==> src/rtl/w_stage_grf_pkg.sv <==
// Shared constants and types for the write-back stage and register file.
package w_stage_grf_pkg;

  localparam int unsigned DATA_W = 32;
  localparam int unsigned NREG   = 32;
  localparam int unsigned REG_AW = 5;

  localparam logic [DATA_W-1:0] LINK_OFFSET = 32'd8;
  localparam logic [DATA_W-1:0] PC_RESET    = 32'h0000_3000;
  localparam logic [REG_AW-1:0] REG_ZERO    = 5'd0;

  typedef enum logic [1:0] {
    WDSEL_ALU = 2'b00,
    WDSEL_DM  = 2'b01,
    WDSEL_PC  = 2'b10,
    WDSEL_EXT = 2'b11
  } wdsel_e;

  // One committed write as seen by the trace port
  typedef struct packed {
    logic              we;
    logic [DATA_W-1:0] pc;
    logic [REG_AW-1:0] rd;
    logic [DATA_W-1:0] data;
  } trace_t;

endpackage

==> src/rtl/w_stage_grf_grf_array.sv <==
// 32-entry register storage: one write port, two raw read ports, async clear.
module w_stage_grf_grf_array
  import w_stage_grf_pkg::*;
(
  input  logic              clk,
  input  logic              rst,
  input  logic              we,
  input  logic [REG_AW-1:0] waddr,
  input  logic [DATA_W-1:0] wdata,
  input  logic [REG_AW-1:0] ra1,
  input  logic [REG_AW-1:0] ra2,
  output logic [DATA_W-1:0] rd1_c,
  output logic [DATA_W-1:0] rd2_c
);

  logic [DATA_W-1:0] mem_q [NREG];
  logic [DATA_W-1:0] mem_d [NREG];

  // Next array contents: register 0 is never written
  always_comb begin
    mem_d = mem_q;
    if (we && (waddr != REG_ZERO)) begin
      mem_d[waddr] = wdata;
    end
  end

  // Storage flops, cleared asynchronously
  always_ff @(posedge clk or posedge rst) begin
    if (rst) begin
      for (int i = 0; i < int'(NREG); i++) begin
        mem_q[i] <= '0;
      end
    end else begin
      mem_q <= mem_d;
    end
  end

  // Raw reads; register 0 forced to zero
  always_comb begin
    rd1_c = (ra1 == REG_ZERO) ? '0 : mem_q[ra1];
    rd2_c = (ra2 == REG_ZERO) ? '0 : mem_q[ra2];
  end

endmodule

==> src/rtl/w_stage_grf.sv <==
// Write-back stage: WD select, GRF commit with same-cycle read bypass, write trace and counter.
module w_stage_grf
  import w_stage_grf_pkg::*;
(
  input  logic              clk,
  input  logic              reset,
  input  logic [DATA_W-1:0] W_ALU_O,
  input  logic [DATA_W-1:0] W_DM_O,
  input  logic [DATA_W-1:0] W_PC,
  input  logic [DATA_W-1:0] W_EXT_O,
  input  logic [REG_AW-1:0] W_A3,
  input  logic [1:0]        W_WDSel,
  input  logic [REG_AW-1:0] D_A1,
  input  logic [REG_AW-1:0] D_A2,
  output logic [DATA_W-1:0] D_RD1,
  output logic [DATA_W-1:0] D_RD2,
  output logic [DATA_W-1:0] W_WD,
  output logic              trace_we,
  output logic [DATA_W-1:0] trace_pc,
  output logic [REG_AW-1:0] trace_reg,
  output logic [DATA_W-1:0] trace_data,
  output logic [DATA_W-1:0] write_count
);

  logic [DATA_W-1:0] wd_c;
  logic              commit_c;
  logic [DATA_W-1:0] raw1_c;
  logic [DATA_W-1:0] raw2_c;
  trace_t            trace_q;
  trace_t            trace_d;
  logic [DATA_W-1:0] write_count_q;
  logic [DATA_W-1:0] write_count_d;

  // Write-back value select; link path wraps modulo 2^32
  always_comb begin
    wd_c = W_ALU_O;
    case (wdsel_e'(W_WDSel))
      WDSEL_ALU: wd_c = W_ALU_O;
      WDSEL_DM:  wd_c = W_DM_O;
      WDSEL_PC:  wd_c = W_PC + LINK_OFFSET;
      WDSEL_EXT: wd_c = W_EXT_O;
      default:   wd_c = W_ALU_O;
    endcase
  end

  assign commit_c = (W_A3 != REG_ZERO);
  assign W_WD     = wd_c;

  w_stage_grf_grf_array u_grf (
    .clk   (clk),
    .rst   (reset),
    .we    (commit_c),
    .waddr (W_A3),
    .wdata (wd_c),
    .ra1   (D_A1),
    .ra2   (D_A2),
    .rd1_c (raw1_c),
    .rd2_c (raw2_c)
  );

  // Same-cycle bypass of the W write onto each D read port independently
  always_comb begin
    D_RD1 = (commit_c && (D_A1 == W_A3)) ? wd_c : raw1_c;
    D_RD2 = (commit_c && (D_A2 == W_A3)) ? wd_c : raw2_c;
  end

  // Trace and counter next state; trace fields other than we hold across bubbles
  always_comb begin
    trace_d       = trace_q;
    write_count_d = write_count_q;
    trace_d.we    = commit_c;
    if (commit_c) begin
      trace_d.pc    = W_PC;
      trace_d.rd    = W_A3;
      trace_d.data  = wd_c;
      write_count_d = write_count_q + 32'd1;
    end
  end

  // Trace and counter registers
  always_ff @(posedge clk or posedge reset) begin
    if (reset) begin
      trace_q       <= '{we: 1'b0, pc: PC_RESET, rd: REG_ZERO, data: '0};
      write_count_q <= '0;
    end else begin
      trace_q       <= trace_d;
      write_count_q <= write_count_d;
    end
  end

  assign trace_we    = trace_q.we;
  assign trace_pc    = trace_q.pc;
  assign trace_reg   = trace_q.rd;
  assign trace_data  = trace_q.data;
  assign write_count = write_count_q;

endmodule

==> config.mk <==
export PLATFORM = sky130hd
export DESIGN_NAME = w_stage_grf
export DESIGN_NICKNAME = d
export VERILOG_FILES = /design/src/rtl/w_stage_grf_pkg.sv /design/src/rtl/w_stage_grf_grf_array.sv /design/src/rtl/w_stage_grf.sv
export SDC_FILE = /design/constraint.sdc
export NUM_CORES = 2
export LEC_CHECK = 0
export CORE_ASPECT_RATIO = 0.75
export CORE_UTILIZATION = 59
export CTS_CLUSTER_SIZE = 12
export DETAILED_ROUTE_END_ITERATION = 16
export PLACE_DENSITY = 0.79
export SETUP_SLACK_MARGIN = 0.1
export SYNTH_ARGS = -nofsm -noshare
export SYNTH_HDL_FRONTEND = slang
export SYNTH_HIERARCHICAL = 1
export SYNTH_SLANG_ARGS = --single-unit
==> constraint.sdc <==
create_clock -name clk -period 69.9 [get_ports clk]
set_clock_uncertainty 0.15 [all_clocks]
set_input_delay 13.98 -clock clk [delete_from_list [all_inputs] [get_ports clk]]
set_output_delay 13.98 -clock clk [all_outputs]
set_load 0.03 [all_outputs]
Word level (Yosys, flattened, before mapping)
Index checks and enable logic that the tools add are counted.

word-level totals
  register bits = 1126
  input port bits = 147
  output and inout bits = 198
  logic and storage cells = 72

operators by class
  $add $sub $neg = 2
  magnitude comparators = 4
  eq/ne operators = 5
  mux-type cells = 14
  bitwise gates (word level) = 3
  reductions and logical operators = 7

operator list
  operator               number
  $bwmux 1024            1
  $bmux 32 s5            2
  $mux 32                9
  $demux 32 s5           1
  $pmux 32 s4            1
  $add 32x1->32 const B  1
  $add 32x4->32 const B  1
  $ge 6x6->1 const B     3
  $not 5->6              3
  $eq 5x5->1             2
  $logic_not 5->1        2
  $lt 6x1->1 const B     1
  $reduce_bool 5->1      1
  $eq 2x2->1 const B     2
  $logic_and 1x1->1      3
  $eq 2x1->1 const B     1
  $logic_not 2->1        1

Logic depth before layout (Yosys ltp)
  depth after elaboration = 6
  mapped depth = 11
  mapped depth without buffers = 7

Modules after synthesis
Netlist, hierarchy kept.

by module, submodules not included
  module                 instances  cells each  area an instance (um^2)
  w_stage_grf_grf_array  1          3692        54715.0
  w_stage_grf            1          611         6236.0

Worst setup path before layout
Ideal clock, no wire load.

  path kind = input to output
  from = in W_PC[3]
  to = out D_RD1[17]
  data arrival time = 16.258 ns
  setup slack = 39.512 ns
  stages = 7
  buffers on the path = 0
  cell sequence = ha_1 > inv_1 > nor4_1 > and3_1 > xnor2_1 > o21ai_0 > mux2_2

on the way
  longest elaborated chain between the ends = 3

ends and longest elaborated chain
  item           RTL line           text
  from (decl)    w_stage_grf.sv:9   input logic [DATA_W-1:0] W_PC,
  $add 32x4->32  w_stage_grf.sv:40  WDSEL_PC: wd_c = W_PC + LINK_OFFSET;
  $pmux 32 s4    w_stage_grf.sv:37  case (wdsel_e'(W_WDSel))
  net W_WD[17]   w_stage_grf.sv:17  output logic [DATA_W-1:0] W_WD,
  $mux 32        w_stage_grf.sv:63  D_RD1 = (commit_c && (D_A1 == W_A3)) ? wd_c : raw1_c;
  to (decl)      w_stage_grf.sv:15  output logic [DATA_W-1:0] D_RD1,

The timed path passes the listed nets, and every way through them passes these cells.

Worst setup path in the final report
  from = in D_A2[2]
  to = out D_RD2[16]

on the way
  longest elaborated chain between the ends = 6

ends and longest elaborated chain
  item                                         RTL line                     text
  from (decl)                                  w_stage_grf.sv:14            input logic [REG_AW-1:0] D_A2,
  $not 5->6 (not written as such)              w_stage_grf_grf_array.sv:41  rd2_c = (ra2 == REG_ZERO) ? '0 : mem_q[ra2];
  $bmux 32 s5                                  w_stage_grf_grf_array.sv:41
  $mux 32 (not written as such) (2 in series)  w_stage_grf_grf_array.sv:41
  $mux 32 *                                    w_stage_grf_grf_array.sv:41
  net raw2_c[16]                               w_stage_grf.sv:28            logic [DATA_W-1:0] raw2_c;
  $mux 32 *                                    w_stage_grf.sv:64            D_RD2 = (commit_c && (D_A2 == W_A3)) ? wd_c : raw2_c;
  to (decl)                                    w_stage_grf.sv:16            output logic [DATA_W-1:0] D_RD2,

The timed path passes the listed nets; every way through them passes the cells marked *. The select of a mux whose other input is x is not followed.

==> impl_metrics.yaml <==
clock_tree:
  post_cts_buffers: 0
  htreeDepth: 3
  cts-resized-gates: 0
  cts_buffers: 110
  insertion_delay_ns: 0.72
  cts_buffer_depth: 3
  clk_pin_slew_ns: 0.06
  cts_tree: "built"
  root_buffer: "clkbuf_16"
  hold_buffers: 0
  cts_sinks: 1126
power_and_ir_drop:
  clock_power_share_pct: 27.4
  power_frac_seq_pct: 45.4
  power.leakage_nw: 28.54
  p_int_mw: 1.462
  switching_share_pct: 30.25
  power_switching_uw: 634.0
  p_comb_share_pct: 27.2
  ir_drop_v: 0.00002921
  p_per_area_nw_per_um2: 30.69
floorplan:
  die_y_um: 280.4
  die_width_um: 373.1
  core_um2: 101700
  ios: 345
  design.die.area_um2: 104600
  start_util_pct: 59.92
  num_rows: 101
global_route:
  met3_usage_pct: 12.84
  grt_pass1_vias: 42806
  grt_max_degree: 171
  grt_pass1_wl_um: 291900
  use_met1_pct: 53.44
  grt_overflow: 0
  antenna_found_initial: 8
  grt_use_total_pct: 38.07
  busiest_layer: "met2"
  grtUsageMet2_pct: 55.07
synth:
  synth.most_common_cell: "dfrtp_1"
  synth_cell_types: 68
  syn_area_um2: 60950
  synth_area_leaders: "dfrtp_1, mux2_2, mux4_2, mux2i_1, clkbuf_1"
  synth_area_leader_cell: "dfrtp_1"
  synthFlopType: "dfrtp_1"
  synth_cells: 4303
  synth_top_area_share_pct: 46.15
  avgSynthCellArea_um2: 14.16
  synthTopCellsByCount: "dfrtp_1, mux2_2, mux4_2"
  ys_seq_elements: 1126
  ys_seq_area_share_pct: 46.23
  async_flop_share_pct: 100.0
  synth_edf_count: 0
  syn_nets: 4452
  yosysWarnings: 6
status:
  outcome: "complete, no violations"
setup_path:
  worstSetupPathType: "in2out"
  crit_fanout: 125
  worstPathCellList: "buf_8, buf_12, buf_4, mux4_2, mux2_2, o32ai_1, nor4_1, nor2_1, a21oi_1, clkdlybuf4s50_1"
  end_kind: "output pin"
  crit_slowest_cell: "nor4_1"
  worstPathArrival_ns: 18.96
  startpoint_type: "input port"
  slowest_delay_ns: 0.98
  required_ns: 55.77
finish:
  top_register: "u_grf/mem_q"
  drive_gt1_share_pct: 41.90
  utilization_pct: 67.14
  final_nets: 4562
  area_growth_syn_to_layout_pct: 12.06
  largest_reg_flops: 1024
timing:
  finalCriticalPeriod_ns: 33.09
  finalSetupViolations: 0
  max-slew-margin-rel_pct: 3.771
  fin_crit_sh_pct: 47.33
  hold_viol: 0
  fmax_mhz: 30.22
  slew_viol_final: 0
  worstMarginPinSlew_ns: 1.430
  whs_ns: 0.2467
  setup_tns_ns: 0
  rsz0062_at_grt: "no"
routing:
  final_antenna_net_count: 0
  drt_iter0_drc: 5455
  totalWireLength_um: 196900
  dr.pass1.iters: 6
  viasPerCell: 7.253
  drc: 0
  wl_per_cell_um: 33.85
  vias: 42193
worst_hold_path:
  min_path_type: "reg2reg"
placed_design:
  routabilityCongestion: 0.9225
  portBuffers: 344
  dp_hpwl_um: 115400
flow_run:
  maxCapViolations: 0
[final timing paths]
check	start	to	slack [ns]	cells after the start
worst min register to register	u_grf/mem_q[992]	u_grf/mem_q[992]	0.25	0
max in group asynchronous	reset	u_grf/mem_q[160]	52.05	6
worst min-delay path	u_grf/mem_q[992]	u_grf/mem_q[992]	0.25	0
min in group asynchronous	reset	write_count[10]	13.65	2
worst max-delay path	D_A2[2]	D_RD2[16]	36.81	10
worst max register to register	write_count[0]	write_count[30]	67.66	5
[cells in the final DEF, fill, tap and decap left out, drive strengths merged, types with 37 or more instances in the layout]
master	n
a211oi	37
a21oi	56
a22o	43
a22oi	79
buf	122
clkbuf	160
clkdlybuf4s50	334
dfrtp	1124
mux2	1115
mux2i	271
mux4	424
nand2	167
nor2	68
nor2b	47
nor3	42
o22ai	40
xnor2	37
[cell families after synthesis]
family | count (synthesis) | share of synthesized area [%]
DFF | 1126 | 46.23
xor gates and xnor gates | 63 | 0.9053
buffers and inverters | 476 | 3.900
and+or+nand+nor | 461 | 3.779
adders and majority gates | 2 | 0.04105
AOI/OAI and AO/OA | 365 | 4.405
muxes | 1810 | 40.74
[per-layer routing]
layer,up-vias,share of wire (%)
met5,-,0.019
met4,6,4.4
met3,618,13
met2,2831,43
met1,22118,39
li1,16620,-
[power by group through the flow]
stage	Clock, mW	Sequential (mW)	Combinational, mW
after floorplan	0	0.923	0.415
after global placement	0	0.946	0.542
after detailed placement	0	0.956	0.559
after CTS	0.578	0.946	0.564
after global routing	0.603	0.972	0.600
final	0.575	0.952	0.569
[critical path: cells and delay by family]
kind            cells  cell delay [ns]
mux                 2             0.50
simple gates        2             1.10
buf+inv             4             2.80
compound gates      2             0.23
[layout make-up]
type                    count  area [µm²]
diodes                      5       12.51
clock buffers             160        3184
clock inverters            12       150.1
fillers                  7054       33430
inverters                  18       77.57
multi-input cells        2701       30670
flip-flops and latches   1126       28180
well taps                1339        1675
repair buffers            456        4348
[stage by stage]
stage	instances	power (mW)	cell area [µm²]	worst slack [ns]
2_1_floorplan	4303	1.338	60950	26.95
3_5_place_dp	5640	1.514	64950	37.07
3_3_place_gp	5639	1.487	64930	36.32
6_report	5817	2.096	68300	36.81
5_1_grt	5812	2.175	68290	36.67
4_1_cts	5812	2.088	68280	37.06
Power figures use the tool's default switching activity.
